### config.mk
export PLATFORM = sky130hd
export DESIGN_NAME = data_mem_responder
export DESIGN_NICKNAME = d
export VERILOG_FILES = /design/src/rtl/data_mem_responder.sv
export SDC_FILE = /design/constraint.sdc
export NUM_CORES = 2
export LEC_CHECK = 0
export ABC_CLOCK_PERIOD_IN_PS = 4100
export CAP_MARGIN = 25
export CORE_UTILIZATION = 56
export CTS_CLUSTER_DIAMETER = 50
export CTS_CLUSTER_SIZE = 24
export DETAILED_ROUTE_END_ITERATION = 10
export PLACE_DENSITY = 0.72
export SLEW_MARGIN = 30
export SYNTH_ARGS = -nofsm -noshare
export SYNTH_HDL_FRONTEND = slang
export SYNTH_SLANG_ARGS = --single-unit
### constraint.sdc
create_clock -name clk -period 4.1 [get_ports clk]
set_input_delay 0.82 -clock clk [delete_from_list [all_inputs] [get_ports clk]]
set_output_delay 0.82 -clock clk [all_outputs]
set_load 0.01 [all_outputs]
### src/rtl/data_mem_responder.sv
// data_mem_responder: word-addressed data memory with programmable latency and valid/ready request/response handshakes
// Ports:
//   clk         system clock, rising edge
//   rst         asynchronous reset, active-low
//   req_valid   initiator presents a request
//   req_ready   high only in IDLE
//   req_write   1 = store, 0 = load
//   req_addr    byte address, must be word aligned
//   req_wdata   store data
//   resp_valid  response available (RESP state)
//   resp_ready  initiator consumes the response
//   resp_rdata  load data; 0 for stores and errors
//   resp_err    misaligned or out-of-range request
module data_mem_responder #(
  parameter int DEPTH   = 64,
  parameter int LATENCY = 2
) (
  input  logic        clk,
  input  logic        rst,
  input  logic        req_valid,
  output logic        req_ready,
  input  logic        req_write,
  input  logic [31:0] req_addr,
  input  logic [31:0] req_wdata,
  output logic        resp_valid,
  input  logic        resp_ready,
  output logic [31:0] resp_rdata,
  output logic        resp_err
);
  localparam int AW = (DEPTH > 1) ? $clog2(DEPTH) : 1;
  typedef enum logic [1:0] {IDLE, WAIT, RESP} state_t;
  state_t      state;
  logic [3:0]  cnt;
  logic [31:0] addr;
  logic [31:0] wdata;
  logic        write;
  logic [31:0] mem [DEPTH];
  logic [29:0] word;
  logic        bad;
  assign word       = addr[31:2];
  assign bad        = (addr[1:0] != 2'b00) || (word >= 30'(DEPTH));
  assign req_ready  = (state == IDLE);
  assign resp_valid = (state == RESP);
  // Reset drops any in-flight transaction before its store can land.
  always_ff @(posedge clk or negedge rst) begin
    if (!rst) begin
      state      <= IDLE;
      cnt        <= '0;
      addr       <= '0;
      wdata      <= '0;
      write      <= 1'b0;
      resp_rdata <= '0;
      resp_err   <= 1'b0;
      for (int i = 0; i < DEPTH; i++) mem[i] <= '0;
    end else begin
      case (state)
        IDLE: if (req_valid) begin
          addr  <= req_addr;
          wdata <= req_wdata;
          write <= req_write;
          cnt   <= 4'(LATENCY);
          state <= WAIT;
        end
        WAIT: if (cnt != 0) cnt <= cnt - 4'd1;
        else begin
          resp_err   <= bad;
          resp_rdata <= (bad || write) ? 32'd0 : mem[word[AW-1:0]];
          if (!bad && write) mem[word[AW-1:0]] <= wdata;
          state <= RESP;
        end
        RESP: if (resp_ready) begin
          resp_rdata <= '0;
          resp_err   <= 1'b0;
          state      <= IDLE;
        end
        default: state <= IDLE;
      endcase
    end
  end
endmodule

== Word-level counts from Yosys, hierarchy flattened ==
Cells that the tools add are included.

* Output and inout port bits: 35
* Register bits after elaboration: 2152
* Bits of input ports: 69

* Magnitude comparators: 3
* Reduce and logical (&&, ||, !) cells: 15
* Equality and inequality tests: 6
* Muxes and demuxes: 20
* Bitwise gates (word level): 2
* Add/subtract/negate cells: 1

{| class="wikitable"
|+ Operators with widths
! cell !! number
|-
| bitwise mux 2048 bit || 1
|-
| binary-select mux 32 bit (select 6 bit) || 1
|-
| demux 32 bit (select 6 bit) || 1
|-
| 2-to-1 mux 32 bit || 6
|-
| case mux 32 bit (2 select lines) || 1
|-
| greater-or-equal comparator 30 x 7 -> 1 bit, second input constant || 1
|-
| AND reduction 3 bit || 4
|-
| 2-to-1 mux 4 bit || 2
|-
| case mux 4 bit (2 select lines) || 1
|-
| greater-or-equal comparator 7 bit, second input constant || 1
|-
| less-than comparator 7 x 1 -> 1 bit, second input constant || 1
|-
| NOT 6 -> 7 bit || 1
|-
| 2-to-1 mux 2 bit || 3
|-
| != test 2 bit, second input constant || 3
|-
| case mux 2 bit (3 select lines) || 1
|-
| nonzero test 2 bit || 3
|-
| nonzero test 4 bit || 1
|-
| subtractor 4 x 1 -> 4 bit, second input constant || 1
|-
| equality test 2 x 1 -> 1 bit, second input constant || 1
|-
| equality test 2 bit, second input constant || 1
|-
| logical AND 1 bit || 2
|-
| logical NOT 2 bit || 1
|-
| logical OR 1 bit || 2
|-
| 2-to-1 mux 1 bit || 2
|-
| 5 further kinds || 5
|}

== Depth between registers and ports, before layout ==
* Depth after elaboration: 7
* Depth in mapped cells: 12

== Worst setup path before layout ==
OpenSTA, ideal clock, no wires.

* Path type: register to register
* Start: register cnt[0]
* End: register resp_rdata[22]
* Clock period less this slack: 2.870 ns
* Arrival time: 2.778 ns
* Library setup time: 0.092 ns
* Required time: 4.008 ns
* Slack: 1.230 ns
* Stages on the path, launching flop included: 11
* Buffers on the path: 3
* Cell sequence: dfrtp_1 inv_1 ha_1 or3b_1 buf_2 a211o_1 buf_2 or4b_1 clkbuf_2 or4_1 o31ai_2

* Cells in the longest elaborated chain, start to end: 3

{| class="wikitable"
|+ RTL lines
! what !! RTL line !! source
|-
| start, declared || 33 || <nowiki>logic [3:0] cnt;</nowiki>
|-
| start signal, assigned || 61 || <nowiki>cnt <= 4'(LATENCY);</nowiki>
|-
| start signal, assigned || 64 || <nowiki>WAIT: if (cnt != 0) cnt <= cnt - 4'd1;</nowiki>
|-
| nonzero test 4 bit || 64 ||
|-
| != test 2 bit (no source line) || n/a ||
|-
| AND reduction 3 bit (no source line) || n/a ||
|-
| end signal, assigned || 67 || <nowiki>resp_rdata <= (bad || write) ? 32'd0 : mem[word[AW-1:0]];</nowiki>
|-
| end, declared || 27 || <nowiki>output logic [31:0] resp_rdata,</nowiki>
|}

Every way passes these cells.
A chain may end at the register's enable or synchronous reset.

== Final worst setup path ==
* Start: register addr[3]
* End: register resp_rdata[14]

* Cells in the longest elaborated chain, start to end: 7

{| class="wikitable"
|+ RTL lines
! what !! RTL line !! source
|-
| start, declared || 34 || <nowiki>logic [31:0] addr;</nowiki>
|-
| start signal, assigned || 58 || <nowiki>addr <= req_addr;</nowiki>
|-
| branches (longest 4 deep; another with greater-or-equal comparator 30 x 7 -> 1 bit) || n/a ||
|-
| 2-to-1 mux 32 bit (*) || 67 ||
|-
| 2-to-1 mux 32 bit (*) || 64 ||
|-
| case mux 32 bit (2 select lines) (*) || 56 || <nowiki>case (state)</nowiki>
|}

Every way passes the cells marked *. The select of a mux whose other input is x is not followed.

==> run summary <==
Cell at the root of the clock tree: clkbuf_16. The top cell type's share of synthesized area was 0.560. The switching power as a share of total power was 0.411; the number of hold-slack violations in the final timing report was 0. For this design, the sink count on the clock tree is 2152. The first-pass GRT wire length is 444000 um. The worst slew slack as a fraction of its limit came out at 0.312. The run gives 0.331 as the power share of the combinational group. The largest driver fanout on the critical path came out at 29. TritonCTS built the clock tree.

During synthesis, Yosys emitted a total of 0 warnings. The total CTS buffers is 174. After synthesis the netlist holds a flip-flop and latch count of 2152.

Detailed placement ended at an HPWL of 187000 um. The worst hold path begins at resp_err$_DFFE_PN0P_. The core area came out at 0.170 sq mm. The tools report the sort of element at the start of the critical path as a flip-flop.

The biggest cell delay along the critical path works out to 0.93 ns. After synthesis the cells add up to 0.0961 sq mm. At the worst endpoint, the required time is 4.90 ns. The worst-case hold path end point is resp_err$_DFFE_PN0P_. The logs give 104 for the top-level port count and 159 for the maximum number of pins on one net before global-route repair. The final layout contains 6829 nets. Leaving out fill and tap cells, the most frequent cell in the layout is mux2_2. The count of port buffers added during placement was 103.

The routed design has 301000 um of wire. The number of endpoints failing setup at the final stage is 0. The tools report the iteration count of the initial detailed-routing pass as 6. The total leakage power was 0.0532 uW.

For the number of antenna violations at the first check in global routing, the log shows 16. The detail route stage leaves a number of antenna-violating nets equal to 0. The top cell types in the final layout, fill and taps aside, are mux2_2 (2206), dfrtp_1 (2117), o22ai_1 (338). The critical path contains buffers and inverters numbering 0 combined. Setup repair after global routing left no endpoint under its margin.

Ranked by total cell area, the synthesized netlist is headed by dfrtp_1 (56%), mux2_2 (26%), mux4_2 (4.6%), o22ai_1 (2.2%), clkbuf_1 (1.6%). After the first detailed-routing iteration, the DRC count stood at 6785. The number of vias per cell came out at 6.86. The floorplan step set the die width to 416 um. Number of pins exceeding their max-slew limit in the final report: 0.

The type of destination of the critical path is a flip-flop. The final core area utilization was 0.632; the clock share of power was 0.294. The setup check on the worst reg-to-reg path leaves a slack of 0.41 ns. Counting every net in the synthesized netlist gives 6904. The biggest area contributor in the post-synthesis netlist is dfrtp_1. The clock-pin slew of the registers on the worst-case setup and hold paths was 0.08 ns; the fraction of layout instances using a drive strength above 1 was 0.466. On the critical path, the stage with the largest delay is an instance of a2111oi_0. Counting I/O delays and the setup requirement, the final critical path takes 3.69 ns. The tools report the count of cells resized by post-cts repair as 0.

Sequential fraction of design power: 0.376. The largest clock skew in the final design is 0.0428 ns. Post-synthesis cell type count: 67.

The critical path goes through or2_4 -> o22ai_1 -> o211ai_1 -> nand4_1 -> a2111oi_0 -> a32o_1. The die is 416 um tall. The worst flop-to-flop path startpoint is addr[3]$_DFFE_PN0P_.

The tools report the buffer levels on the longest clock path as 3. In the final routed layout, each cell accounts on average for 33.0 um. Flip-flop cell with the highest count after synthesis: dfrtp_1.

In this run the power density over the cells is 584 mW/mm^2. Share of the clock period used by the worst path: 0.901. The logs give 63700 for the via count of the first global-routing pass and 0.107 sq mm for the total non-filler cell area in the finished layout.

Summing over every cut layer, the via total after detailed routing is 62600. The clock tree synthesis step divided the H-tree into 4 levels. In this run the critical register-to-register path is captured at resp_rdata[14]$_DFFE_PN0P_. The average footprint of a synthesized cell is 14.1 sq um, and the net switching power figure is 25700 uW.

At the worst endpoint, the arrival time is 4.49 ns. Number of cells on the worst hold path: 2. After detailed placement, the total cell area comes to 0.101 sq mm.

The tools report the overall fraction of global-route tracks in use as 0.351. Cell family contributing the most delay on the critical path: compound AO/OA/AOI/OAI gates. The later-pin clock latency in the skew report was 0.86 ns. The cell count after synthesis came out at 6830. In this run the core area contains 151 standard-cell rows. Static timing analysis puts the maximum clock frequency at 271 MHz. At the pin with the least slew margin, the transition time is 1.03 ns. The tools report the part of the Yosys area used for sequential elements as 0.560. The min-delay analysis places its worst path in the category flip-flop to flip-flop. The overall power consumption was 62700 uW; the number of flops mapped to enable cells by yosys was 0. The overflow left after global routing was 0. The class of the most critical setup path was flip-flop to flip-flop. After detailed routing, the number of remaining DRC violations is 0. Internal power comes to 36900 uW. The depth of the worst register-to-register path works out to 6. The starting density of the core was 0.566. The proportion of register bits with asynchronous set or reset after synthesis was 1.00; the global placer's final weighted congestion was 0.910. The die covers 0.173 sq mm.

After routing, the total negative slack on setup checks comes to 0 ns. The area growth from synthesis to layout is 11.6%. IR analysis of the VDD net gives a maximum drop of 547 uV. Max-cap violations in this run came to 0. The run finished with clean final reports.
## worst register-to-register path, cell delays in order (launching register included)
cell       delay (ns)
dfrtp_4          0.78
or2_4            0.70
o22ai_1          0.19
o211ai_1         0.26
nand4_1          0.51
a2111oi_0        0.93
a32o_1           0.27
## synthesized netlist by cell type, types with 4 or more instances
cell,instances
mux2_2,2206
dfrtp_1,2152
clkbuf_1,404
o22ai_1,338
buf_1,231
mux4_2,197
nand2_1,170
mux2i_1,146
o21ai_0,122
nor2_1,118
a21oi_1,106
o221ai_1,86
buf_2,71
a22oi_1,68
a211oi_1,38
o22a_1,35
a221oi_1,28
o211ai_1,25
nand3_1,24
a32o_1,21
a2111oi_0,17
nor3_1,17
a2bb2oi_1,15
inv_1,15
nor2b_1,14
nand2b_1,13
o31ai_1,13
a22o_1,12
and2_1,12
a221o_1,10
nor4_1,10
o32ai_1,9
and3_1,6
nand4_1,6
nor3b_1,6
a211o_1,5
a31oi_1,5
ha_1,5
nand3b_1,4
o2111ai_1,4
or2_2,4
or3_1,4
## worst max-delay path by stage
stage               cells after the start           startpoint                          to  slack, ns
finish                                  6  addr[3]$_DFFE_PN0P_  resp_rdata[14]$_DFFE_PN0P_       0.41
global route                            9   cnt[0]$_DFFE_PN0P_  resp_rdata[31]$_DFFE_PN0P_       0.46
CTS                                     6  addr[3]$_DFFE_PN0P_  resp_rdata[14]$_DFFE_PN0P_       0.59
detailed placement                      8           resp_ready  resp_rdata[31]$_DFFE_PN0P_       0.46
global placement                        8           resp_ready  resp_rdata[31]$_DFFE_PN0P_       0.24
floorplan                              10   cnt[0]$_DFFE_PN0P_  resp_rdata[22]$_DFFE_PN0P_       1.23
## metal layers
metal  GRT usage  wire length, um  up-vias  part of all wire
met3      0.0920            30000      781              0.10
li1            -                -    25300                 -
met5           0               70        -           0.00023
met1       0.480           120000    33500              0.40
met4       0.161            15600       12             0.052
met2       0.527           136000     3045              0.45
## final cells by class
class                           instances  area (sq um)
Fill cell                           12500         62600
Sequential cell                      2152         53900
Multi-Input combinational cell       3954         39700
Clock buffer                          191          4590
Timing Repair Buffer                  457          4450
Tap cell                             2218          2780
Clock inverter                        136          1760
Inverter                               16          65.1
Antenna cell                            1          2.50
## registers in the layout (all words and copies together), names as in the netlist
signal	flops
wdata	32
resp_rdata	32
write	1
state	2
cnt	4
mem	2048
addr	32
resp_err	1
## logic make-up (layout without fill, tap and decap cells)
family | count (synthesis) | count (layout) | share of synthesized area
flops | 2152 | 2152 | 0.560
fa+ha+maj | 5 | 5 | 0.000651
buf+inv | 724 | 800 | 0.0293
mux | 2549 | 2549 | 0.320
other cells | 0 | 1 | 0
simple gates | 419 | 419 | 0.0197
compound gates | 981 | 981 | 0.0702
## per-stage QoR
step,worst slack (ns),std cells,hold WS (ns)
after global placement,0.240,8795,0.463
after detailed placement,0.459,8795,0.472
after floorplan,1.23,6830,0.465
after CTS,0.594,9123,0.489
after global routing,0.458,9124,0.508
final,0.405,9125,0.482
## power by group through the flow
stage | logic [uW] | registers [uW] | clock network [uW]
5_1_grt | 21300 | 23600 | 19400
3_5_place_dp | 20000 | 23900 | 0
6_report | 20700 | 23500 | 18400
3_3_place_gp | 19800 | 23800 | 0
4_1_cts | 20100 | 23500 | 18600
2_1_floorplan | 11800 | 22100 | 0
## repair_timing
action	4_1_cts	5_1_grt
endpoints found under the setup margin	0	0
hold endpoints to repair	42	0
setup buffers	0	0
hold buffers	1	0
Power figures use the tool's default switching activity.
